--- src/rtl/irq_controller.sv ---
// External interrupt controller: latches peripheral requests, masks them, and hands the
// lowest enabled ID to the core through a REQ/claim/COMPLETE handshake. Macro IRQC_LEVEL_EN selects level-sensitive sources.
module irq_controller #(
  parameter int NUM_SRC = 8
) (
  input  logic               clk_i,
  input  logic               reset_i,
  input  logic [NUM_SRC-1:0] irq_src_i,
  input  logic               ack_i,
  output logic               meip_o,
  input  logic [1:0]         addr_i,
  input  logic [31:0]        wdata_i,
  input  logic               wen_i,
  input  logic               ren_i,
  output logic [31:0]        rdata_o
);

  typedef enum logic [1:0] {S_IDLE, S_REQ, S_BUSY} state_t;

  localparam logic [1:0] A_PENDING  = 2'd0;
  localparam logic [1:0] A_ENABLE   = 2'd1;
  localparam logic [1:0] A_CLAIM    = 2'd2;
  localparam logic [1:0] A_COMPLETE = 2'd3;

  state_t             state_q, state_d;
  logic [NUM_SRC-1:0] pending_q, enable_q, active, ack_mask;
  logic [4:0]         sel_id, claim_q, claim_d;
  logic               claim_take, complete_hit;

  assign active = pending_q & enable_q;

  // Lowest index wins, so scan downward and let the last hit stand.
  always_comb begin
    sel_id   = '0;
    ack_mask = '0;
    for (int k = NUM_SRC - 1; k >= 0; k--) begin
      if (active[k]) sel_id = 5'(k + 1);
    end
    for (int k = 0; k < NUM_SRC; k++) begin
      ack_mask[k] = claim_take && (sel_id == 5'(k + 1));
    end
  end

  assign claim_take   = (state_q == S_REQ) && ack_i && (sel_id != 5'd0);
  assign complete_hit = (state_q == S_BUSY) && wen_i && (addr_i == A_COMPLETE)
                        && (wdata_i[4:0] == claim_q);

`ifdef IRQC_LEVEL_EN
  always_ff @(posedge clk_i) begin
    if (reset_i) pending_q <= '0;
    else         pending_q <= irq_src_i;
  end
`else
  logic [NUM_SRC-1:0] src_q, w1c_mask;

  assign w1c_mask = (wen_i && addr_i == A_PENDING) ? wdata_i[NUM_SRC-1:0] : '0;

  // A fresh edge is OR-ed in after the clears so a coincident set always survives.
  always_ff @(posedge clk_i) begin
    if (reset_i) begin
      src_q     <= '0;
      pending_q <= '0;
    end else begin
      src_q     <= irq_src_i;
      pending_q <= (pending_q & ~(w1c_mask | ack_mask)) | (irq_src_i & ~src_q);
    end
  end
`endif

  always_comb begin
    state_d = state_q;
    claim_d = claim_q;
    case (state_q)
      S_IDLE: if (sel_id != 5'd0) state_d = S_REQ;
      S_REQ: begin
        if (claim_take) begin
          claim_d = sel_id;
          state_d = S_BUSY;
        end else if (sel_id == 5'd0) begin
          state_d = S_IDLE;
        end
      end
      S_BUSY: begin
        if (complete_hit) begin
          claim_d = '0;
          state_d = S_IDLE;
        end
      end
      default: state_d = S_IDLE;
    endcase
  end

  always_ff @(posedge clk_i) begin
    if (reset_i) begin
      state_q  <= S_IDLE;
      claim_q  <= '0;
      enable_q <= '0;
    end else begin
      state_q <= state_d;
      claim_q <= claim_d;
      if (wen_i && addr_i == A_ENABLE) enable_q <= wdata_i[NUM_SRC-1:0];
    end
  end

  assign meip_o = (state_q == S_REQ);

  always_ff @(posedge clk_i) begin
    if (reset_i) begin
      rdata_o <= '0;
    end else if (ren_i) begin
      case (addr_i)
        A_PENDING: rdata_o <= {{(32 - NUM_SRC){1'b0}}, pending_q};
        A_ENABLE:  rdata_o <= {{(32 - NUM_SRC){1'b0}}, enable_q};
        A_CLAIM:   rdata_o <= {27'd0, claim_q};
        default:   rdata_o <= '0;
      endcase
    end
  end

endmodule

--- config.mk ---
export PLATFORM = sky130hd
export DESIGN_NAME = irq_controller
export DESIGN_NICKNAME = d
export VERILOG_FILES = /design/src/rtl/irq_controller.sv
export SDC_FILE = /design/constraint.sdc
export NUM_CORES = 1
export LEC_CHECK = 0
export ABC_AREA = 1
export BUFFER_PORTS_ARGS = -buffer_cell sky130_fd_sc_hd__clkbuf_2
export CAP_MARGIN = 30
export CORE_MARGIN = 2
export CORE_UTILIZATION = 52
export DETAILED_ROUTE_END_ITERATION = 6
export GPL_TIMING_DRIVEN = 1
export HOLD_SLACK_MARGIN = 0.03
export PLACE_DENSITY = 0.83
export SKIP_LAST_GASP = 1
export SLEW_MARGIN = 10
export SYNTH_ARGS = -nofsm -noshare
export SYNTH_HDL_FRONTEND = slang
export SYNTH_SLANG_ARGS = --single-unit
--- constraint.sdc ---
create_clock -name clk_i -period 2.2 [get_ports clk_i]
set_clock_uncertainty 0.05 [all_clocks]
set_input_delay 0.22 -clock clk_i [delete_from_list [all_inputs] [get_ports clk_i]]
set_output_delay 0.22 -clock clk_i [all_outputs]
set_load 0.01 [all_outputs]
# After elaboration in Yosys (flattened, before gate mapping)
# Index checks and enable logic that the tools add are counted.
dict set report word_totals {
  out_inout_bits 33
  reg_bits 63
  in_bits 47
  elab_cells 71
}
dict set report op_classes {
  reduce_logical 22
  bitwise_logic 7
  n_eq_ne 18
  n_mux 18
}
# operator count
set ops {}
lappend ops {{two-way mux 5 bit} 9}
lappend ops {{AND 8 bit} 3}
lappend ops {{one-hot mux 8 bit (3 select lines)} 1}
lappend ops {{== test 5 x 3 -> 1 bit (second input constant)} 4}
lappend ops {{NOT 8 bit} 2}
lappend ops {{OR 8 bit} 2}
lappend ops {{logical AND 1 bit} 15}
lappend ops {{== test 5 x 2 -> 1 bit (second input constant)} 2}
lappend ops {{one-hot mux 5 bit (2 select lines)} 1}
lappend ops {{two-way mux 2 bit} 4}
lappend ops {{two-way mux 8 bit} 1}
lappend ops {{== test 2 bit (second input constant)} 3}
lappend ops {{one-hot mux 2 bit (3 select lines)} 1}
lappend ops {{AND reduction 3 bit} 2}
lappend ops {{== test 5 x 1 -> 1 bit (second input constant)} 1}
lappend ops {{== test 5 x 4 -> 1 bit (second input constant)} 1}
lappend ops {{== test 5 bit} 1}
lappend ops {{zero test 5 bit} 1}
lappend ops {{nonzero test 5 bit} 1}
lappend ops {{== test 2 x 1 -> 1 bit (second input constant)} 2}
lappend ops {{zero test 2 bit} 2}
lappend ops {{two-way mux 4 bit} 1}
lappend ops {{inequality test 2 bit (second input constant)} 2}
lappend ops {{inequality test 3 x 1 -> 1 bit (second input constant)} 1}
lappend ops {{2 further kinds} 2}

# Longest topological paths before layout
dict set report depth {
  ltp_word 16
  depth_mapped 12
}

# Least setup slack after synthesis
# OpenSTA, ideal clock, no wires.
dict set report synth_timing {
  kind {register -> register}
  start {reg state_q[0]}
  end {reg pending_q[3]}
  arrival_ns 1.153
  t_required_ns 2.034
  setup_time_ns 0.116
  path_stages_with_launch 10
  setup_slack_ns 0.880
  period_less_slack_ns 1.320
  path_cell_list {dfxtp_1 > inv_2 > nor2_1 > nand2_4 > inv_2 > nand2_4 > inv_2 > nand2_2 > nor2_1 > o21ai_1}
}
dict set report synth_between {
  elab_chain_len 8
}
# element line
set synth_rtl {}
lappend synth_rtl {{start, declared} 25} ;# state_t state_q, state_d;
lappend synth_rtl {{start signal, assigned} 99} ;# state_q <= state_d;
lappend synth_rtl {{== test 2 x 1 -> 1 bit} --}
lappend synth_rtl {{named net meip_o} 10} ;# output logic meip_o,
lappend synth_rtl {{logical AND 1 bit (2 in series)} 44} ;# assign claim_take = (state_q == S_REQ) && ack_i && (sel_id != 5'd0);
lappend synth_rtl {{logical AND 1 bit} 40} ;# ack_mask[k] = claim_take && (sel_id == 5'(k + 1));
lappend synth_rtl {{OR 8 bit} 65} ;# pending_q <= (pending_q & ~(w1c_mask | ack_mask)) | (irq_src_i & ~src_q);
lappend synth_rtl {{NOT 8 bit} 65}
lappend synth_rtl {{AND 8 bit} 65}
lappend synth_rtl {{OR 8 bit} 65}
lappend synth_rtl {{end signal, assigned} 65}
lappend synth_rtl {{end, declared} 26} ;# logic [NUM_SRC-1:0] pending_q, enable_q, active, ack_mask;
# The timed path passes the listed nets, and every way through them passes these cells.
# A chain may end at the register's enable or synchronous reset.

# Worst setup path after layout
dict set report layout_timing {
  start {reg pending_q[4]}
  end {reg claim_q[3]}
}
dict set report layout_between {
  elab_chain_len 10
  elab_cells_between_ends 12
  classes_between {eq/ne (1); mux (7); bitwise (1); reduce/logical (3)}
}
# element line
set layout_rtl {}
lappend layout_rtl {{AND 8 bit *} 30} ;# assign active = pending_q & enable_q;
lappend layout_rtl {{two-way mux 5 bit * (5 in series)} 37} ;# if (active[k]) sel_id = 5'(k + 1);
lappend layout_rtl {{nonzero test 5 bit} 44}
lappend layout_rtl {{logical AND 1 bit} 44}
lappend layout_rtl {{inequality test 2 x 1 -> 1 bit (no source line)} --}
lappend layout_rtl {{AND reduction 3 bit (no source line)} --}
lappend layout_rtl {{end signal, assigned} 100} ;# claim_q <= claim_d;
lappend layout_rtl {{end, declared} 27} ;# logic [4:0] sel_id, claim_q, claim_d;
# Mark *: on every way between the ends. The rest lies on a longest branch, timed or not. The select of a mux whose other input is x is not followed.

==> metrics.txt <==
commonest cells after routing, fill and taps aside 49 x nand2_1, 38 x dfxtp_1, 36 x inv_1, 31 x clkbuf_2, 27 x nor2_1; relative slew slack 64.87%; TNS Setup 0 ns; worst r2r src pending_q[4]; period utilisation layout 67.04%; Port Buffer Count 31; synthesized flop and latch total 38; Max IR drop VDD 0.5276 mV; dpl cells 348; Top Ports 80; synth top area cells dfxtp_1 38%, nand2_1 9.1%, buf_4 8.9%, inv_1 6.7%, nor2_1 5.0%; CP delay by family, top simple AND/OR/NAND/NOR gates; Final HPWL DP 2933 um; most common cell after layout, fill and taps aside nand2_1; reg2reg setup slack 0.73 ns; Starting Density 54.58%; clk slew on worst S/H paths 0.07 ns; clk sinks 38; Final Non-Filler Cells 356; Worst setup EP type flop; H-Tree Depth 2; GRT Total Usage 18.87%; sequential share of the synthesized area 37.51%; CP max stage delay 0.34 ns; sw power 0.0004119 W; core box area 3716 um2; TritonCTS buffer count 5; crit start category flop; Max Freq 678.0 MHz; Nets 354; Worst-Margin Slew 0.5247 ns; post-CTS sizing 0; initial antenna violation count 0; root buf cell clkbuf_8; hold buffer count at CTS 0; Ant. Diodes 0; Synth-to-Final Area Change 10.43%; max_cap viols 0; final hold vios 0; setup bufs post-CTS 0; DR DRC count 0; Yosys top cell by area dfxtp_1; Synth cell types 32; Yosys warning total 0; RSZ-0062 raised after global routing false; Gate Count Post-Synth 275; crit-path cells nand2_1 > nand2_1 > inv_2 > nand2_2 > o21bai_4 > nand4_4 > nand2_4 > nand2_4 > nand2_4 > nand2_2 > a21oi_2; P per Cell Area 691.9 nW/um2; Die ar. 4416 um2; Final min period 1.475 ns; Die Ht 66.45 um; mean post-synth cell area 7.375 um2; Slowest-stage cell, CP dfxtp_1; switch share 26.58%; Multi-input gate area 984.7 um2; Syn Std Cell Area 2028 um2; largest net degree at the start of global routing 23; CP endpoint claim_q[3]; CP Buf/Inv Count 1; Reg2Reg Capture Point claim_q[3]; die width 66.45 um; share of cells above drive strength 1 24.03%; Logic pwr share 14.2%; Clk network pwr share 37.2%; std cell rows 22; Slew Limit Fails 0; first-pass GRT wire length 6285 um; CP required 2.38 ns; post-DR vias/cell 4.764; vias after detailed routing 1696; Crit path top cell by count nand2_4; Remaining Overflow, GRT 0; leakage 1.106 nW; number of synthesized flops with an enable pin 0; Clk Latency, worst-skew pair 0.29 ns; outcome completed; ANT nets after route 0; Hold Crit Class in2reg; TritonCTS clock tree done; CP startpoint pending_q[4]; Routed WL 3838 um; Synth Flop Type dfxtp_1; asr flop ratio synth 0%; WL per Instance 10.78 um; Crit Path Class reg2reg; Bufs on Longest Clock Path 2; global placement routability congestion 0.8548; Crit path depth 11; Iter 0 DRT Violations 88; Sequential Power Share 48.6%; Yosys top cell area share 37.51%; DR pass1 iterations 4; Fillers 343; largest fanout on the critical path 4; Final setup violation count 0; Reg2Reg Depth 11; internal power 0.001138 W; vias in the first global route 1468; Sequential cell area 760.7 um2; arrival time worst endpoint 1.66 ns
==> synth_stat cells, types with 2 or more instances <==
library cell  number
a21oi_1           14
o21ai_1            3
inv_1             36
nor2_1            27
a31oi_1            4
a21oi_2            4
xnor2_1            4
nand2_1           49
buf_2              3
o221ai_1           4
dfxtp_1           38
nand3_1           13
o211ai_1           4
nand4_1            3
inv_2              6
nand2_4            6
o21ai_0            8
buf_4             24
nand2_2           11
clkbuf_1           2
==> logic make-up (layout without fill, tap and decap cells) <==
kind of cell / after synthesis / count (layout) / share of synthesized area (%)
and+or+nand+nor: 114 / 114 / 27.64
buffers and inverters: 73 / 83 / 18.20
AOI/OAI and AO/OA: 45 / 45 / 14.74
DFF: 38 / 38 / 37.51
xor gates and xnor gates: 4 / 4 / 1.727
other: 1 / 24 / 0.1849
==> stage by stage <==
| stage | cell area [um2] | setup WS [ns] | total power [W] | hold slack (ns) | util [%] |
|---|---|---|---|---|---|
| 2_1_floorplan | 2115 | 0.8804 | 0.0009542 | 0.2526 | - |
| 3_3_place_gp | 2131 | 0.7678 | 0.0009815 | 0.3796 | 57.34 |
| 3_5_place_dp | 2131 | 0.7523 | 0.0009859 | 0.3828 | 57.34 |
| 4_1_cts | 2240 | 0.7328 | 0.001561 | 0.07187 | 60.27 |
| 5_1_grt | 2240 | 0.5842 | 0.001621 | 0.07708 | 60.27 |
| 6_report | 2240 | 0.7251 | 0.001550 | 0.07304 | 60.27 |
==> how the worst min path moves through the flow <==
| stage | start | endpoint | slack (ns) | cells past startpoint |
|---|---|---|---|---|
| detailed placement | irq_src_i[6] | src_q[6] | 0.38 | 3 |
| global placement | src_q[0] | pending_q[0] | 0.38 | 1 |
| global route | irq_src_i[6] | src_q[6] | 0.08 | 3 |
| finish | irq_src_i[3] | src_q[3] | 0.07 | 3 |
| floorplan | reset_i | src_q[3] | 0.25 | 1 |
| CTS | irq_src_i[3] | src_q[3] | 0.07 | 3 |
==> flip-flops by register name, summed over array words and instances, names as in the netlist <==
name and flops:
state_q 2, claim_q 4, rdata_o 8, pending_q 8, enable_q 8, src_q 8
==> power by group through the flow <==
| stage | Sequential, W | Clock [W] | Combinational, W |
|---|---|---|---|
| finish | 0.000752 | 0.000577 | 0.000220 |
| floorplan | 0.000765 | 0 | 0.000189 |
| global placement | 0.000767 | 0 | 0.000215 |
| global route | 0.000756 | 0.000618 | 0.000247 |
| detailed placement | 0.000768 | 0 | 0.000218 |
| CTS | 0.000752 | 0.000590 | 0.000220 |
==> cell type report <==
type                    instances  area share [%]
multi-input cells             187           43.97
flip-flops and latches         38           33.97
repair buffers                 32           7.263
inverters                      43           7.263
clock buffers                   5           3.073
well taps                      48           2.682
clock inverters                 3           1.788
==> metal layers <==
metal	GRT usage, %	part of all wire (%)
met3	5.068	6.8
met1	24.82	46
met4	9.439	2.8
met5	0	0
met2	28.38	45
==> worst reg2reg max path: cells and delay by family (launching register included) <==
family	cells	cell delay (ns)
DFF	1	0.34
AOI/OAI and AO/OA	2	0.26
and+or+nand+nor	8	0.69
buffers and inverters	1	0.08
Power figures use the tool's default switching activity.
